**config.mk**
```make
export PLATFORM = sky130hd
export DESIGN_NAME = mem_arbiter_flat
export DESIGN_NICKNAME = d
export VERILOG_FILES = /design/src/rtl/mem_arbiter_pkg.sv /design/src/rtl/mem_arbiter_if.sv /design/src/rtl/mem_arbiter_burst_counter.sv /design/src/rtl/mem_arbiter.sv /design/src/flat_wrapper.sv
export SDC_FILE = /design/constraint.sdc
export NUM_CORES = 1
export LEC_CHECK = 0
export BUFFER_PORTS_ARGS = -buffer_cell sky130_fd_sc_hd__buf_2
export CORE_AREA = 2 2 249 251
export DETAILED_ROUTE_END_ITERATION = 16
export DIE_AREA = 0 0 251 253
export GPL_TIMING_DRIVEN = 0
export PLACE_DENSITY_LB_ADDON = 0.1
export SKIP_CTS_REPAIR_TIMING = 1
export SLEW_MARGIN = 5
export SYNTH_ARGS = -nofsm -noshare
export SYNTH_HDL_FRONTEND = slang
export SYNTH_SLANG_ARGS = --single-unit
```
**constraint.sdc**
```tcl
create_clock -name clock -period 3.49 [get_ports clock]
set_clock_uncertainty 0.1 [all_clocks]
set_input_delay 0.5235 -clock clock [delete_from_list [all_inputs] [get_ports clock]]
set_output_delay 0.5235 -clock clock [all_outputs]
set_load 0.03 [all_outputs]
```
**src/rtl/mem_arbiter_pkg.sv**
```systemverilog
// Shared definitions for the memory arbiter: the FSM state type, burst and
// starvation limits, and the host burst-length clamp.
package mem_arbiter_pkg;

  typedef enum logic [1:0] {
    IDLE       = 2'd0,
    HOST_BURST = 2'd1,
    DONE       = 2'd2
  } arb_state_e;

  localparam int MAX_BURST      = 8;
  localparam int STARVE_LIMIT   = 4;
  localparam int HOST_LEN_WIDTH = 4;
  localparam int STARVE_WIDTH   = 3;

  // Requested beat counts above MAX_BURST are served as MAX_BURST beats.
  function automatic logic [HOST_LEN_WIDTH-1:0] clamp_length(
    input logic [HOST_LEN_WIDTH-1:0] len
  );
    if (len > HOST_LEN_WIDTH'(MAX_BURST)) begin
      clamp_length = HOST_LEN_WIDTH'(MAX_BURST);
    end else begin
      clamp_length = len;
    end
  endfunction

endpackage

```
**src/rtl/mem_arbiter_if.sv**
```systemverilog
// Bus bundle between the CPU memory stage, the host burst port, the shared
// single-port memory and the arbiter.
//   slave  : arbiter view (takes CPU/host requests, drives memory controls)
//   master : environment view (CPU, host and memory model)
interface mem_arbiter_if
  import mem_arbiter_pkg::*;
#(
  parameter int DATA_WIDTH    = 16,
  parameter int VECTOR_SIZE   = 6,
  parameter int ADDRESS_WIDTH = 16
) ();

  localparam int W = DATA_WIDTH * VECTOR_SIZE;

  // CPU memory-stage port
  logic                      cpuReq;
  logic                      cpuWrite;
  logic [ADDRESS_WIDTH-1:0]  cpuAddress;
  logic [W-1:0]              cpuWriteData;
  logic [W-1:0]              cpuReadData;
  logic                      cpuStall;

  // Host burst port
  logic                      hostReq;
  logic                      hostWrite;
  logic [ADDRESS_WIDTH-1:0]  hostBaseAddress;
  logic [HOST_LEN_WIDTH-1:0] hostLength;
  logic                      hostDataValid;
  logic [W-1:0]              hostWriteData;
  logic                      hostDataReady;
  logic                      hostReadValid;
  logic [W-1:0]              hostReadData;
  logic                      hostDone;
  logic                      busy;

  // Shared memory port
  logic                      memWriteEnable;
  logic [ADDRESS_WIDTH-1:0]  memAddress;
  logic [W-1:0]              memWriteData;
  logic [W-1:0]              memReadData;

  modport slave (
    input  cpuReq, cpuWrite, cpuAddress, cpuWriteData,
    output cpuReadData, cpuStall,
    input  hostReq, hostWrite, hostBaseAddress, hostLength, hostDataValid, hostWriteData,
    output hostDataReady, hostReadValid, hostReadData, hostDone, busy,
    output memWriteEnable, memAddress, memWriteData,
    input  memReadData
  );

  modport master (
    output cpuReq, cpuWrite, cpuAddress, cpuWriteData,
    input  cpuReadData, cpuStall,
    output hostReq, hostWrite, hostBaseAddress, hostLength, hostDataValid, hostWriteData,
    input  hostDataReady, hostReadValid, hostReadData, hostDone, busy,
    input  memWriteEnable, memAddress, memWriteData,
    output memReadData
  );

endinterface

```
**src/rtl/mem_arbiter_burst_counter.sv**
```systemverilog
// Host burst beat counter and address generator.
//   load      : capture base address and (already clamped) length, beat = 0
//   incr      : advance to the next beat
//   beat_addr : base + beat, wrapping modulo 2^ADDRESS_WIDTH
//   last_beat : current beat is the final one of the latched length
module burst_counter
  import mem_arbiter_pkg::*;
#(
  parameter int ADDRESS_WIDTH = 16
) (
  input  logic                      clock,
  input  logic                      reset,
  input  logic                      load,
  input  logic [ADDRESS_WIDTH-1:0]  base_addr,
  input  logic [HOST_LEN_WIDTH-1:0] length,
  input  logic                      incr,
  output logic [ADDRESS_WIDTH-1:0]  beat_addr,
  output logic                      last_beat
);

  logic [ADDRESS_WIDTH-1:0]  base_r;
  logic [HOST_LEN_WIDTH-1:0] len_r;
  logic [HOST_LEN_WIDTH-1:0] beat_r;

  // Burst parameters are captured once so host-side changes mid-burst are ignored
  always_ff @(posedge clock or negedge reset) begin
    if (!reset) begin
      base_r <= {ADDRESS_WIDTH{1'b0}};
      len_r  <= {HOST_LEN_WIDTH{1'b0}};
      beat_r <= {HOST_LEN_WIDTH{1'b0}};
    end else if (load) begin
      base_r <= base_addr;
      len_r  <= length;
      beat_r <= {HOST_LEN_WIDTH{1'b0}};
    end else if (incr) begin
      base_r <= base_r;
      len_r  <= len_r;
      beat_r <= beat_r + HOST_LEN_WIDTH'(1'b1);
    end else begin
      base_r <= base_r;
      len_r  <= len_r;
      beat_r <= beat_r;
    end
  end

  // Unsigned addition truncates to the address width, giving the wraparound.
  assign beat_addr = base_r + ADDRESS_WIDTH'(beat_r);
  assign last_beat = (beat_r == (len_r - HOST_LEN_WIDTH'(1'b1)));

endmodule

```
**src/rtl/mem_arbiter.sv**
```systemverilog
// Arbiter for one single-port memory shared by the CPU memory stage and a
// host burst engine. The CPU is served combinationally while IDLE; the host
// takes the memory for a whole burst (up to 8 beats), and a starvation
// counter forces the host in after 4 consecutive CPU wins.
// Ports: clock, reset (async, active low), bus (mem_arbiter_if.slave).
module mem_arbiter
  import mem_arbiter_pkg::*;
#(
  parameter int DATA_WIDTH    = 16,
  parameter int VECTOR_SIZE   = 6,
  parameter int ADDRESS_WIDTH = 16
) (
  input  logic         clock,
  input  logic         reset,
  mem_arbiter_if.slave bus
);

  localparam int W = DATA_WIDTH * VECTOR_SIZE;

  arb_state_e                state_r;
  logic [STARVE_WIDTH-1:0]   starve_r;
  logic                      write_r;
  logic                      armed_r;
  logic                      host_done_r;
  logic                      busy_r;

  logic                      starved_s;
  logic                      host_win_s;
  logic                      grant_s;
  logic                      incr_s;
  logic [HOST_LEN_WIDTH-1:0] len_clamped_s;
  logic [ADDRESS_WIDTH-1:0]  beat_addr_s;
  logic                      last_beat_s;
  logic                      cpu_stall_s;
  logic [W-1:0]              cpu_rdata_s;
  logic                      mem_we_s;
  logic [ADDRESS_WIDTH-1:0]  mem_addr_s;
  logic [W-1:0]              mem_wdata_s;
  logic                      host_ready_s;
  logic                      host_rvalid_s;
  logic [W-1:0]              host_rdata_s;

  assign len_clamped_s = clamp_length(bus.hostLength);
  assign starved_s     = (starve_r == STARVE_WIDTH'(STARVE_LIMIT));
  // armed_r blocks an immediate re-grant to a host that keeps hostReq high.
  assign host_win_s    = bus.hostReq & armed_r & (~bus.cpuReq | starved_s);

  burst_counter #(
    .ADDRESS_WIDTH (ADDRESS_WIDTH)
  ) u_burst_counter (
    .clock     (clock),
    .reset     (reset),
    .load      (grant_s),
    .base_addr (bus.hostBaseAddress),
    .length    (len_clamped_s),
    .incr      (incr_s),
    .beat_addr (beat_addr_s),
    .last_beat (last_beat_s)
  );

  // Memory port steering: CPU pass-through in IDLE, one host beat per accepted cycle in HOST_BURST
  always_comb begin
    grant_s       = 1'b0;
    incr_s        = 1'b0;
    cpu_stall_s   = 1'b0;
    cpu_rdata_s   = {W{1'b0}};
    mem_we_s      = 1'b0;
    mem_addr_s    = {ADDRESS_WIDTH{1'b0}};
    mem_wdata_s   = {W{1'b0}};
    host_ready_s  = 1'b0;
    host_rvalid_s = 1'b0;
    host_rdata_s  = {W{1'b0}};
    if (!reset) begin
      // Everything held at zero while reset is asserted, including the CPU path.
      grant_s = 1'b0;
    end else begin
      case (state_r)
        IDLE: begin
          if (host_win_s) begin
            // Entry cycle: a CPU request that lost to starvation is stalled.
            grant_s     = 1'b1;
            cpu_stall_s = bus.cpuReq;
          end else if (bus.cpuReq) begin
            mem_addr_s  = bus.cpuAddress;
            mem_we_s    = bus.cpuWrite;
            mem_wdata_s = bus.cpuWriteData;
            cpu_rdata_s = bus.memReadData;
          end else begin
            cpu_stall_s = 1'b0;
          end
        end
        HOST_BURST: begin
          cpu_stall_s = bus.cpuReq;
          if (write_r) begin
            host_ready_s = 1'b1;
            if (bus.hostDataValid) begin
              incr_s      = 1'b1;
              mem_we_s    = 1'b1;
              mem_addr_s  = beat_addr_s;
              mem_wdata_s = bus.hostWriteData;
            end else begin
              incr_s = 1'b0;
            end
          end else begin
            // Reads never back-pressure: one beat every cycle.
            incr_s        = 1'b1;
            host_rvalid_s = 1'b1;
            mem_addr_s    = beat_addr_s;
            host_rdata_s  = bus.memReadData;
          end
        end
        DONE: begin
          cpu_stall_s = bus.cpuReq;
        end
        default: begin
          cpu_stall_s = bus.cpuReq;
        end
      endcase
    end
  end

  // Arbiter FSM with starvation tracking, host re-arm and registered status outputs
  always_ff @(posedge clock or negedge reset) begin
    if (!reset) begin
      state_r     <= IDLE;
      starve_r    <= {STARVE_WIDTH{1'b0}};
      write_r     <= 1'b0;
      armed_r     <= 1'b1;
      host_done_r <= 1'b0;
      busy_r      <= 1'b0;
    end else begin
      case (state_r)
        IDLE: begin
          if (grant_s) begin
            write_r  <= bus.hostWrite;
            starve_r <= {STARVE_WIDTH{1'b0}};
            armed_r  <= armed_r;
            busy_r   <= 1'b1;
            if (len_clamped_s == {HOST_LEN_WIDTH{1'b0}}) begin
              state_r     <= DONE;
              host_done_r <= 1'b1;
            end else begin
              state_r     <= HOST_BURST;
              host_done_r <= 1'b0;
            end
          end else begin
            state_r     <= IDLE;
            write_r     <= write_r;
            busy_r      <= 1'b0;
            host_done_r <= 1'b0;
            if (!bus.hostReq) begin
              starve_r <= {STARVE_WIDTH{1'b0}};
              armed_r  <= 1'b1;
            end else if (bus.cpuReq && !starved_s) begin
              starve_r <= starve_r + STARVE_WIDTH'(1'b1);
              armed_r  <= armed_r;
            end else begin
              starve_r <= starve_r;
              armed_r  <= armed_r;
            end
          end
        end
        HOST_BURST: begin
          write_r  <= write_r;
          starve_r <= starve_r;
          armed_r  <= armed_r;
          busy_r   <= 1'b1;
          if (incr_s && last_beat_s) begin
            state_r     <= DONE;
            host_done_r <= 1'b1;
          end else begin
            state_r     <= HOST_BURST;
            host_done_r <= 1'b0;
          end
        end
        DONE: begin
          state_r     <= IDLE;
          write_r     <= write_r;
          starve_r    <= {STARVE_WIDTH{1'b0}};
          // A low hostReq during DONE already counts as the required gap.
          armed_r     <= ~bus.hostReq;
          host_done_r <= 1'b0;
          busy_r      <= 1'b0;
        end
        default: begin
          state_r     <= IDLE;
          write_r     <= 1'b0;
          starve_r    <= {STARVE_WIDTH{1'b0}};
          armed_r     <= 1'b1;
          host_done_r <= 1'b0;
          busy_r      <= 1'b0;
        end
      endcase
    end
  end

  assign bus.cpuStall       = cpu_stall_s;
  assign bus.cpuReadData    = cpu_rdata_s;
  assign bus.memWriteEnable = mem_we_s;
  assign bus.memAddress     = mem_addr_s;
  assign bus.memWriteData   = mem_wdata_s;
  assign bus.hostDataReady  = host_ready_s;
  assign bus.hostReadValid  = host_rvalid_s;
  assign bus.hostReadData   = host_rdata_s;
  assign bus.hostDone       = host_done_r;
  assign bus.busy           = busy_r;

endmodule

```
**src/flat_wrapper.sv**
```systemverilog
// flat-port wrapper written by rule: the top's interface ports become plain ports
module mem_arbiter_flat import mem_arbiter_pkg::*;
#(
  parameter int DATA_WIDTH    = 16,
  parameter int VECTOR_SIZE   = 6,
  parameter int ADDRESS_WIDTH = 16
)
  (clock, reset, bus_cpuReq, bus_cpuWrite, bus_cpuAddress, bus_cpuWriteData, bus_cpuReadData, bus_cpuStall, bus_hostReq, bus_hostWrite, bus_hostBaseAddress, bus_hostLength, bus_hostDataValid, bus_hostWriteData, bus_hostDataReady, bus_hostReadValid, bus_hostReadData, bus_hostDone, bus_busy, bus_memWriteEnable, bus_memAddress, bus_memWriteData, bus_memReadData);
  mem_arbiter_if #(.DATA_WIDTH(DATA_WIDTH), .VECTOR_SIZE(VECTOR_SIZE), .ADDRESS_WIDTH(ADDRESS_WIDTH)) bus_i ();
  input  logic clock;
  input  logic reset;
  input wire logic [$bits(bus_i.cpuReq)-1:0] bus_cpuReq;
  input wire logic [$bits(bus_i.cpuWrite)-1:0] bus_cpuWrite;
  input wire logic [$bits(bus_i.cpuAddress)-1:0] bus_cpuAddress;
  input wire logic [$bits(bus_i.cpuWriteData)-1:0] bus_cpuWriteData;
  output wire logic [$bits(bus_i.cpuReadData)-1:0] bus_cpuReadData;
  output wire logic [$bits(bus_i.cpuStall)-1:0] bus_cpuStall;
  input wire logic [$bits(bus_i.hostReq)-1:0] bus_hostReq;
  input wire logic [$bits(bus_i.hostWrite)-1:0] bus_hostWrite;
  input wire logic [$bits(bus_i.hostBaseAddress)-1:0] bus_hostBaseAddress;
  input wire logic [$bits(bus_i.hostLength)-1:0] bus_hostLength;
  input wire logic [$bits(bus_i.hostDataValid)-1:0] bus_hostDataValid;
  input wire logic [$bits(bus_i.hostWriteData)-1:0] bus_hostWriteData;
  output wire logic [$bits(bus_i.hostDataReady)-1:0] bus_hostDataReady;
  output wire logic [$bits(bus_i.hostReadValid)-1:0] bus_hostReadValid;
  output wire logic [$bits(bus_i.hostReadData)-1:0] bus_hostReadData;
  output wire logic [$bits(bus_i.hostDone)-1:0] bus_hostDone;
  output wire logic [$bits(bus_i.busy)-1:0] bus_busy;
  output wire logic [$bits(bus_i.memWriteEnable)-1:0] bus_memWriteEnable;
  output wire logic [$bits(bus_i.memAddress)-1:0] bus_memAddress;
  output wire logic [$bits(bus_i.memWriteData)-1:0] bus_memWriteData;
  input wire logic [$bits(bus_i.memReadData)-1:0] bus_memReadData;
  assign bus_i.cpuReq = bus_cpuReq;
  assign bus_i.cpuWrite = bus_cpuWrite;
  assign bus_i.cpuAddress = bus_cpuAddress;
  assign bus_i.cpuWriteData = bus_cpuWriteData;
  assign bus_cpuReadData = bus_i.cpuReadData;
  assign bus_cpuStall = bus_i.cpuStall;
  assign bus_i.hostReq = bus_hostReq;
  assign bus_i.hostWrite = bus_hostWrite;
  assign bus_i.hostBaseAddress = bus_hostBaseAddress;
  assign bus_i.hostLength = bus_hostLength;
  assign bus_i.hostDataValid = bus_hostDataValid;
  assign bus_i.hostWriteData = bus_hostWriteData;
  assign bus_hostDataReady = bus_i.hostDataReady;
  assign bus_hostReadValid = bus_i.hostReadValid;
  assign bus_hostReadData = bus_i.hostReadData;
  assign bus_hostDone = bus_i.hostDone;
  assign bus_busy = bus_i.busy;
  assign bus_memWriteEnable = bus_i.memWriteEnable;
  assign bus_memAddress = bus_i.memAddress;
  assign bus_memWriteData = bus_i.memWriteData;
  assign bus_i.memReadData = bus_memReadData;
  mem_arbiter #(.DATA_WIDTH(DATA_WIDTH), .VECTOR_SIZE(VECTOR_SIZE), .ADDRESS_WIDTH(ADDRESS_WIDTH)) u_core (.clock(clock), .reset(reset), .bus(bus_i));
endmodule
```
**Word level (Yosys, flattened, before mapping)**

Index checks and enable logic that the tools add are counted.

- Flip-flop bits (word level): 33
- Bits in latches: 0
- RAM bits: 0
- Bits in read-only memories: 0
- Bits of input ports: 331
- Output and inout bits: 310
- Word-level logic and storage cells: 101
- Memories kept: 0

- $add $sub $neg: 4
- $mul: 0
- Divide/modulo/power cells: 0
- $lt $le $gt $ge: 1
- Equal/unequal tests: 8
- Shift-type cells: 0
- Multiplexer cells: 62
- Bitwise operators: 7
- Reduce and logical (&&, ||, !) cells: 10

Operator list:

| cell | number |
|---|---|
| 96-bit two-way mux | 12 |
| 96-bit one-hot mux with 2 select lines | 1 |
| 16-bit two-way mux | 5 |
| 16-bit one-hot mux with 2 select lines | 1 |
| 1-bit two-way mux | 27 |
| 16-bit by 4-bit adder with 16-bit output | 1 |
| 4-bit two-way mux | 3 |
| 3-bit two-way mux | 3 |
| 1-bit one-hot mux with 2 select lines | 4 |
| 2-bit two-way mux | 3 |
| 3-bit one-hot mux with 2 select lines | 1 |
| 4-bit by 1-bit adder with 4-bit output, second input constant | 1 |
| 4-bit equality test | 1 |
| 4-bit greater-than comparator, second input constant | 1 |
| 4-bit zero test | 1 |
| 2-bit != test, second input constant | 2 |
| 4-bit by 2-bit != test with 1-bit output, second input constant | 1 |
| 1-bit inverter | 4 |
| 2-bit one-hot mux with 2 select lines | 1 |
| 2-bit AND reduction | 2 |
| 4-bit by 1-bit subtractor with 4-bit output, second input constant | 1 |
| 3-bit by 1-bit adder with 3-bit output, second input constant | 1 |
| 3-bit equality test, second input constant | 1 |
| 1-bit one-hot mux with 3 select lines | 1 |
| 11 further kinds | 13 |

**Depth between registers and ports, before layout**

Gate-level depths: netlist of the first run.

- Depth after elaboration: 8
- Depth in mapped cells: 9
- Gate-level depth less buffers: 8

**By module**

From an unflattened synthesis of the first run, not the netlist that was laid out.

- Cells, all modules: 690
- Area, all modules: 4947.2 um^2

Modules (own cells, without submodules):

| module | times used | cells an instance | area each (um^2) | seq. area each (um^2) |
|---|---|---|---|---|
| mem_arbiter | 1 | 575 | 3580.9 | 201.4 |
| burst_counter | 1 | 115 | 1366.3 | 600.6 |

**Worst setup path before layout of the first run**

Ideal clock, no wire load.

- Kind: reg2out
- From: register u_core.u_burst_counter.beat_r[0]
- To: output port bus_memAddress[12]
- Arrival: 2.000 ns
- Data required time: 2.866 ns
- Setup slack: 0.866 ns
- Cell stages (with the launch flop): 9
- Path buffers: 0
- Cells stage by stage: dfrtp_1 -> ha_1 -> inv_1 -> fa_1 -> nor2b_1 -> o31a_1 -> nand3_1 -> and3_1 -> a211o_1

- Longest elaborated chain between the ends: 5

RTL lines:

| element | RTL line | source |
|---|---|---|
| start, declared | mem_arbiter_burst_counter.sv:23 | `logic [HOST_LEN_WIDTH-1:0] beat_r;` |
| start signal, assigned | mem_arbiter_burst_counter.sv:30 | `beat_r <= {HOST_LEN_WIDTH{1'b0}};` |
| start signal, assigned | mem_arbiter_burst_counter.sv:34 | `beat_r <= {HOST_LEN_WIDTH{1'b0}};` |
| start signal, assigned | mem_arbiter_burst_counter.sv:38 | `beat_r <= beat_r + HOST_LEN_WIDTH'(1'b1);` |
| 16-bit by 4-bit adder with 16-bit output * | mem_arbiter_burst_counter.sv:47 | `assign beat_addr = base_r + ADDRESS_WIDTH'(beat_r);` |
| 16-bit two-way mux | mem_arbiter.sv:96 | `if (bus.hostDataValid) begin` |
| 16-bit two-way mux * | mem_arbiter.sv:94 | `if (write_r) begin` |
| 16-bit one-hot mux with 2 select lines * | mem_arbiter.sv:77 | `case (state_r)` |
| 16-bit two-way mux * | mem_arbiter.sv:73 | `if (!reset) begin` |
| end, declared | flat_wrapper.sv:30 | `output wire logic [$bits(bus_i.memAddress)-1:0] bus_memAddress;` |

Mark *: on every way between the ends. The rest lies on a longest branch, timed or not.

**Worst setup path after layout of the first run**

- From: register u_core.u_burst_counter.beat_r[0]
- To: output port bus_memAddress[8]

The elaborated chain is that of the path after synthesis.

==> results of run 1 <==
## sequential cells by signal (all words and copies together), names as in the netlist
signal	cells
u_core.armed_r	1
u_core.bus.busy	1
u_core.bus.hostDone	1
u_core.starve_r	3
u_core.state_r	1
u_core.u_burst_counter.base_r	16
u_core.u_burst_counter.beat_r	4
u_core.u_burst_counter.len_r	4
u_core.write_r	1
## routing by layer
layer,wire [um],vias to the layer above
li1,-,3630
met1,14400,3387
met2,19900,297
met3,2250,39
met4,859,8
met5,59,-
## worst register-to-register path, delay by kind of cell (launching register included)
kind	cells	cell delay [ps]
flip-flops	1	410
buffers and inverters	3	600
AND/OR/NAND/NOR	4	650
adder cells (fa/ha/maj)	1	270
## layout make-up
cell class	count	area (um2)	area share, %
Inverter	12	45.0	0.495
Timing Repair Buffer	641	3220	35.4
Multi-Input combinational cell	591	3550	39.0
Sequential cell	32	802	8.82
Tap cell	790	988	10.9
Antenna cell	3	7.51	0.0826
Clock buffer	5	125	1.38
Clock inverter	3	46.3	0.509
Buffer	61	315	3.47
## cells by family (layout without fill, tap and decap cells)
| group | Yosys count | count (layout) | synth area share (%) |
|---|---|---|---|
| AND/OR/NAND/NOR | 422 | 422 | 46.3 |
| other | 0 | 3 | 0 |
| buffers and inverters | 73 | 722 | 7.43 |
| adder cells (fa/ha/maj) | 12 | 12 | 3.37 |
| XOR/XNOR | 21 | 21 | 3.93 |
| flip-flops | 32 | 32 | 17.1 |
| AO/OA/AOI/OAI | 136 | 136 | 21.8 |
## cell usage after synthesis, types with 3 or more instances
cell,count
a22oi_1,96
buf_6,4
nor3_1,3
buf_2,24
nor2b_1,4
o21ai_2,10
nand2_1,81
inv_1,12
nand3b_1,4
nor2_1,112
ha_1,11
xor2_1,13
and3_1,6
o21ai_0,6
and2_1,193
clkbuf_2,11
clkbuf_1,22
nand4_1,4
a21oi_1,9
nand3_1,8
xnor2_1,8
dfrtp_1,31
## through the flow
step / total power [mW] / utilization (%) / TNS [ps] / std cells
floorplan: 3.24 / - / 0 / 696
finish: 5.14 / 14.9 / 0 / 2138
global route: 5.59 / 14.9 / -0.182 / 2137
detailed placement: 4.68 / 14.5 / -37740 / 2126
global placement: 4.71 / 14.5 / -39250 / 2126
CTS: 5.25 / 14.8 / -40070 / 2134
## final timing paths
path	startpoint	to	slack [ps]	depth (start not counted)
setup / recovery	u_core.u_burst_counter.beat_r[0]$_DFFE_PN0P_	bus_memAddress[8]	200	10
hold / removal	reset	u_core.u_burst_counter.base_r[7]$_DFFE_PN0P_	40	1
setup reg to reg	u_core.bus.hostDone$_DFF_PN0_	u_core.u_burst_counter.base_r[11]$_DFFE_PN0P_	1380	8
hold reg to reg	u_core.u_burst_counter.base_r[2]$_DFFE_PN0P_	u_core.u_burst_counter.base_r[2]$_DFFE_PN0P_	390	2
max in group asynchronous	reset	u_core.armed_r$_DFFE_PN1P_	2900	1
min in group clock	bus_hostBaseAddress[15]	u_core.u_burst_counter.base_r[15]$_DFFE_PN0P_	330	3
## where the power goes
group,leakage (nW),switching (mW),total [mW],internal (mW)
logic,4.62,2.66,3.89,1.23
clock network,0.0804,0.193,0.533,0.340
registers,0.403,0.182,0.721,0.539
==> metrics.md, run 1 <==
| Metric | Value |
|---|---|
| Number of synthesis warnings | `0` |
| Setup Slack @ Placement | `-485 ps` |
| PwrDens | `566 nW/um2` |
| DRT Wirelength | `37500 um` |
| Final setup fails | `0` |
| Initial antenna violation count | `8` |
| Critical Setup Path Class | `reg2out` |
| Hold Path Class | `in2async` |
| Number of port buffers | `640` |
| Worst Slack Setup Final | `204 ps` |
| Worst-Margin Slew | `638 ps` |
| Total CTS buffers | `5` |
| Drt wl/cell | `17.5 um` |
| Sink Count | `32` |
| Tot GR Track Use | `10.7%` |
| Peak supply drop | `0.172 mV` |
| Pleak | `5.11 nW` |
| Clock root cell | `clkbuf_16` |
| Most used routing layer | `met2` |
| Global routing met3 resource utilization | `~2.3%` |
| Worst setup SP type | `flop` |
| Met1 usage in global routing | `12.4%` |
| DP Area | `~8900 um2` |
| Crit-path cells | `ha_1, inv_1, fa_1, nor2b_1, o31a_1, buf_4, nand4_1, xor2_1, o21ai_2, buf_2` |
| Yosys cell types | `44` |
| Most common cell after layout, fill and taps aside | `buf_2` |
| Clock Latency Late Sink | `290 ps` |
| GRT overflow | `0` |
| Vias per cell | `3.44` |
| Largest net degree at the start of global routing | `between 40 and 50` |
| Synth Cell Area | `4680 um2` |
| Boundary pin count | `641` |
| Synth top area share | `25.8%` |
| Max FO, Critical Path | `5` |
| Initial DRC Count | `440` |
| Cell row count | `91` |
| Max-cap viol count | `0` |
| Most frequent cells in the layout | `buf_2, and2_1, nor2_1` |
| Post-route design area | `slightly above 9000 um2` |
| Critical path's slowest cell | `dfrtp_1` |
| Data required, critical path | `2870 ps` |
| CTS tree | `built` |
| Final nets | `1687` |
| Number of remaining DRC errors | `0` |
| EDFF count, synth | `0` |
| Syn_area_per_cell | `6.73 um2` |
| Period utilization | `94.1%` |
| Critical Path Sink Type | `output pin` |
| Core area | `61000 um2` |
| Die width | `251 um` |
| Vias in the first global route | `6937` |
| Final RePlAce weighted congestion | `0.798` |
| Die Ht | `253 um` |
| Asr flop ratio synth | `100%` |
| HPWL after DPL | `approximately 33000 um` |
| Pre-antenna DRT Iters | `4` |
| Clock buffer depth | `2` |
| Vias after detailed routing | `7361` |
| Antenna-violating nets left | `0` |
| Max H-tree Level | `2` |
| Layout cell share with drive strength beyond 1 | `between 50 and 60%` |
| Sequential area share after synthesis | `17.1%` |
| #FFs+latches synth | `32` |
| Crit-path max cell delay | `a little under 500 ps` |
| Fillers | `~7000` |
| Outcome | `completed` |
| Synthesized net count | `1039` |
| Die ar. | `around 64000 um2` |
| WP data arrival | `roughly 2700 ps` |
| Clock transition at the registers of the reported paths | `60 ps` |
| Cells after synthesis | `696` |
| Met2 usage | `19.9%` |
| Max Slew Vio Count | `0` |
| Worst hold-check slack | `42.9 ps` |
| Global-route wire length before repair | `around 50000 um` |
| Ranking of synthesized cells by area | `and2_1, dfrtp_1, a22oi_1` |
| Initial Util | `around 7.7%` |
| Final Hold Vio Count | `0` |
| Area growth syn-to-layout | `94.3%` |
| Family with the most delay on the worst path | `adder cells` |
| CP bufs+invs | `3` |
| Max_slew headroom | `57.5%` |
| Largest area contributor in the synthesized netlist | `and2_1` |
| Fmax | `304 MHz` |
| Top FF cell, synth | `dfrtp_1` |
| Crit path time final | `3290 ps` |
Note: power is estimated with default switching activity, not from simulation.
==> inputs of run 2 (changes only) <==
SYNTH_HIERARCHICAL = 1   (was default)
==> run 2 against run 1 <==
Critical path depth did not move. Wire length up 29%. Sequential cell count is the same. Non-clock buffer count up 16.
==> metrics.md, run 2 <==
| Metric | Value |
|---|---|
| Yosys cell types | `49` |
| Vias in the first global route | `8168` |
| Initial DRC Count | `577` |
| CTS tree | `built` |
| DRT Wirelength | `approximately 48000 um` |
| Drt wl/cell | `22.5 um` |
| Boundary pin count | `641` |
| Reg with most FFs | `u_core/u_burst_counter/base_r` |
| Sw Ratio | `58.9%` |
| Synth Cell Area | `4950 um2` |
| Peak supply drop | `0.239 mV` |
| Top post-synthesis cells by count | `and2_1, nor2_1, a32oi_1` |
| Outcome | `completed` |
| Synthesized net count | `1033` |
| CP bufs+invs | `6` |
| Top-count cell post-synth | `and2_1` |
| Initial Util | `8.11%` |
| Worst-Margin Slew | `between 700 and 800 ps` |
| Worst setup SP type | `flop` |
| Critical Path Sink Type | `output pin` |
| Crit-path cells | `inv_1, ha_1, buf_2, and3_1, buf_2, clkbuf_4, clkbuf_2, a32oi_1, nor2_1, buf_2` |
| Hold Path Class | `in2async` |
| Max_slew headroom | `51.9%` |
| Reg area | `802 um2` |
| Most frequent cells in the layout | `buf_2, and2_1, nor2_1` |
| Sink Count | `32` |
| WP depth | `10` |
| Clock root cell | `clkbuf_16` |
| WP data arrival | `2700 ps` |
| HPWL after DPL | `43900 um` |
| Most frequent CP cell | `buf_2` |
| Number of synthesis warnings | `6` |
| Critical Setup Path Class | `reg2out` |
| Period utilization | `between 90 and 100%` |
| Final RePlAce weighted congestion | `0.880` |
| Family with the most delay on the worst path | `buffers and inverters` |
| Number of flip-flops in the largest register | `16` |
| Switch Pwr | `3.10 mW` |
| Die width | `251 um` |
| Most common cell after layout, fill and taps aside | `buf_2` |
| Largest area contributor in the synthesized netlist | `and2_1` |
| Max FO, Critical Path | `10` |
| Clock buffer depth | `2` |
| Sequential area share after synthesis | `16.2%` |
| RSZ-0062 raised after global routing | `false` |
| Clock Latency Late Sink | `280 ps` |
| Layout cell share with drive strength beyond 1 | `53.1%` |
| Max-cap viol count | `0` |
| Total CTS buffers | `5` |
| EDFF count, synth | `0` |
| Clock network power share | `under 10%` |
| Area growth syn-to-layout | `89.4%` |
| Part of the power in registers | `between 10% and 20%` |
| Cells after synthesis | `690` |
| Syn_area_per_cell | `7.17 um2` |
| Largest registers | `u_core/u_burst_counter/base_r (16), u_core/u_burst_counter/beat_r (4), u_core/u_burst_counter/len_r (4)` |
| Cell internal pwr | `2.17 mW` |
| Initial antenna violation count | `47` |
| Pleak | `around 5 nW` |
| Max Slew Vio Count | `0` |
| PwrDens | `562 nW/um2` |
| Final nets | `1678` |
| Number of remaining DRC errors | `0` |
| Crit path time final | `3320 ps` |
| R2R cell count | `6` |
| Ranking of synthesized cells by area | `and2_1, a32oi_1, dfrtp_1` |
| Critical path's slowest cell | `dfrtp_1` |
| #FFs+latches synth | `32` |
| Pre-antenna DRT Iters | `5` |
| Die Ht | `253 um` |
| Comb pwr share | `about three quarters` |
| Synth top area share | `24.5%` |
| Die ar. | `63500 um2` |
| Multi-input gate area | `3760 um2` |
| Fillers | `7235` |
| Worst hold-check slack | `98.0 ps` |
| Overall power | `5.27 mW` |
| Final setup fails | `0` |
| Max H-tree Level | `2` |
| Fmax | `approximately 300 MHz` |
| Largest net degree at the start of global routing | `36` |
| Top FF cell, synth | `dfrtp_1` |
| Clock transition at the registers of the reported paths | `~60 ps` |
| Tot GR Track Use | `14.1%` |
| Crit-path max cell delay | `400 ps` |
| Data required, critical path | `2870 ps` |
| Final Hold Vio Count | `0` |
| Number of port buffers | `640` |
| Vias after detailed routing | `around 8100` |
| Vias per cell | `3.76` |
| Asr flop ratio synth | `100%` |
| Core area | `61000 um2` |
| Cell row count | `91` |
| GRT overflow | `0` |
| Global-route wire length before repair | `about 64000 um` |
| Antenna-violating nets left | `0` |
| Worst Slack Setup Final | `170 ps` |
| Setup Slack @ Placement | `-635 ps` |
-- run 2: worst paths after layout --
check	start	endpoint	slack, ps
min in group clock	bus_hostBaseAddress[9]	u_core/u_burst_counter/base_r[9]$_DFFE_PN0P_	380
setup / recovery	u_core/bus.hostDone$_DFF_PN0_	bus_memWriteData[69]	170
hold reg to reg	u_core/u_burst_counter/len_r[3]$_DFFE_PN0P_	u_core/u_burst_counter/len_r[3]$_DFFE_PN0P_	430
hold / removal	reset	u_core/u_burst_counter/base_r[5]$_DFFE_PN0P_	100
max in group asynchronous	reset	u_core/armed_r$_DFFE_PN1P_	2820
setup reg to reg	u_core/armed_r$_DFFE_PN1P_	u_core/u_burst_counter/base_r[2]$_DFFE_PN0P_	1150
-- run 2: worst reg2reg max path: cells and delay by family (launching register included) --
| family | cells | cell delay, ps |
|---|---|---|
| mux | 1 | 370 |
| flops | 1 | 570 |
| simple gates | 2 | 560 |
| buf+inv | 3 | 620 |
-- run 2: metrics by stage --
step / util [%] / TNS (ps) / area (um2) / std cells
floorplan: - / 0 / 4950 / 690
global placement: 15.0 / -42540 / 9140 / 2120
detailed placement: 15.0 / -44150 / 9140 / 2120
CTS: 15.2 / -42980 / 9300 / 2128
global route: 15.3 / 0 / 9370 / 2139
finish: 15.4 / 0 / 9370 / 2140
-- run 2: layout make-up --
| class | count | share of cell area (%) |
|---|---|---|
| well taps | 790 | 10.6 |
| multi-input cells | 568 | 40.1 |
| diodes | 14 | 0.374 |
| plain buffers | 78 | 4.06 |
| repair buffers | 640 | 34.2 |
| clock buffers | 6 | 1.38 |
| flip-flops and latches | 32 | 8.56 |
| clock inverters | 2 | 0.374 |
| inverters | 10 | 0.401 |
-- run 2: cells by family (layout without fill, tap and decap cells) --
family	count (synthesis)	after routing	synth area share, %
buffers and inverters	90	736	8.17
flip-flops	32	32	16.2
multiplexers	20	20	4.50
other	0	14	0
AND/OR/NAND/NOR	376	376	41.3
AO/OA/AOI/OAI	138	138	22.7
adder cells (fa/ha/maj)	12	12	3.19
XOR/XNOR	22	22	3.89
-- run 2: power by group through the flow --
stage / Clock, mW / Combinational [mW] / Sequential (mW)
2_1_floorplan: 0 / 2.62 / 0.685
3_3_place_gp: 0 / 4.09 / 0.745
3_5_place_dp: 0 / 4.07 / 0.744
4_1_cts: 0.533 / 4.08 / 0.737
5_1_grt: 0.548 / 4.38 / 0.766
6_report: 0.506 / 4.03 / 0.728
-- run 2: layer usage --
layer  vias to the layer above  global-route usage, %  wire, um
li1                       3759                      -         -
met1                      3724                   14.9     17300
met2                       456                   26.1     25300
met3                        99                   3.84      3670
met4                        12                   6.39      1930
met5                         -                      0        77
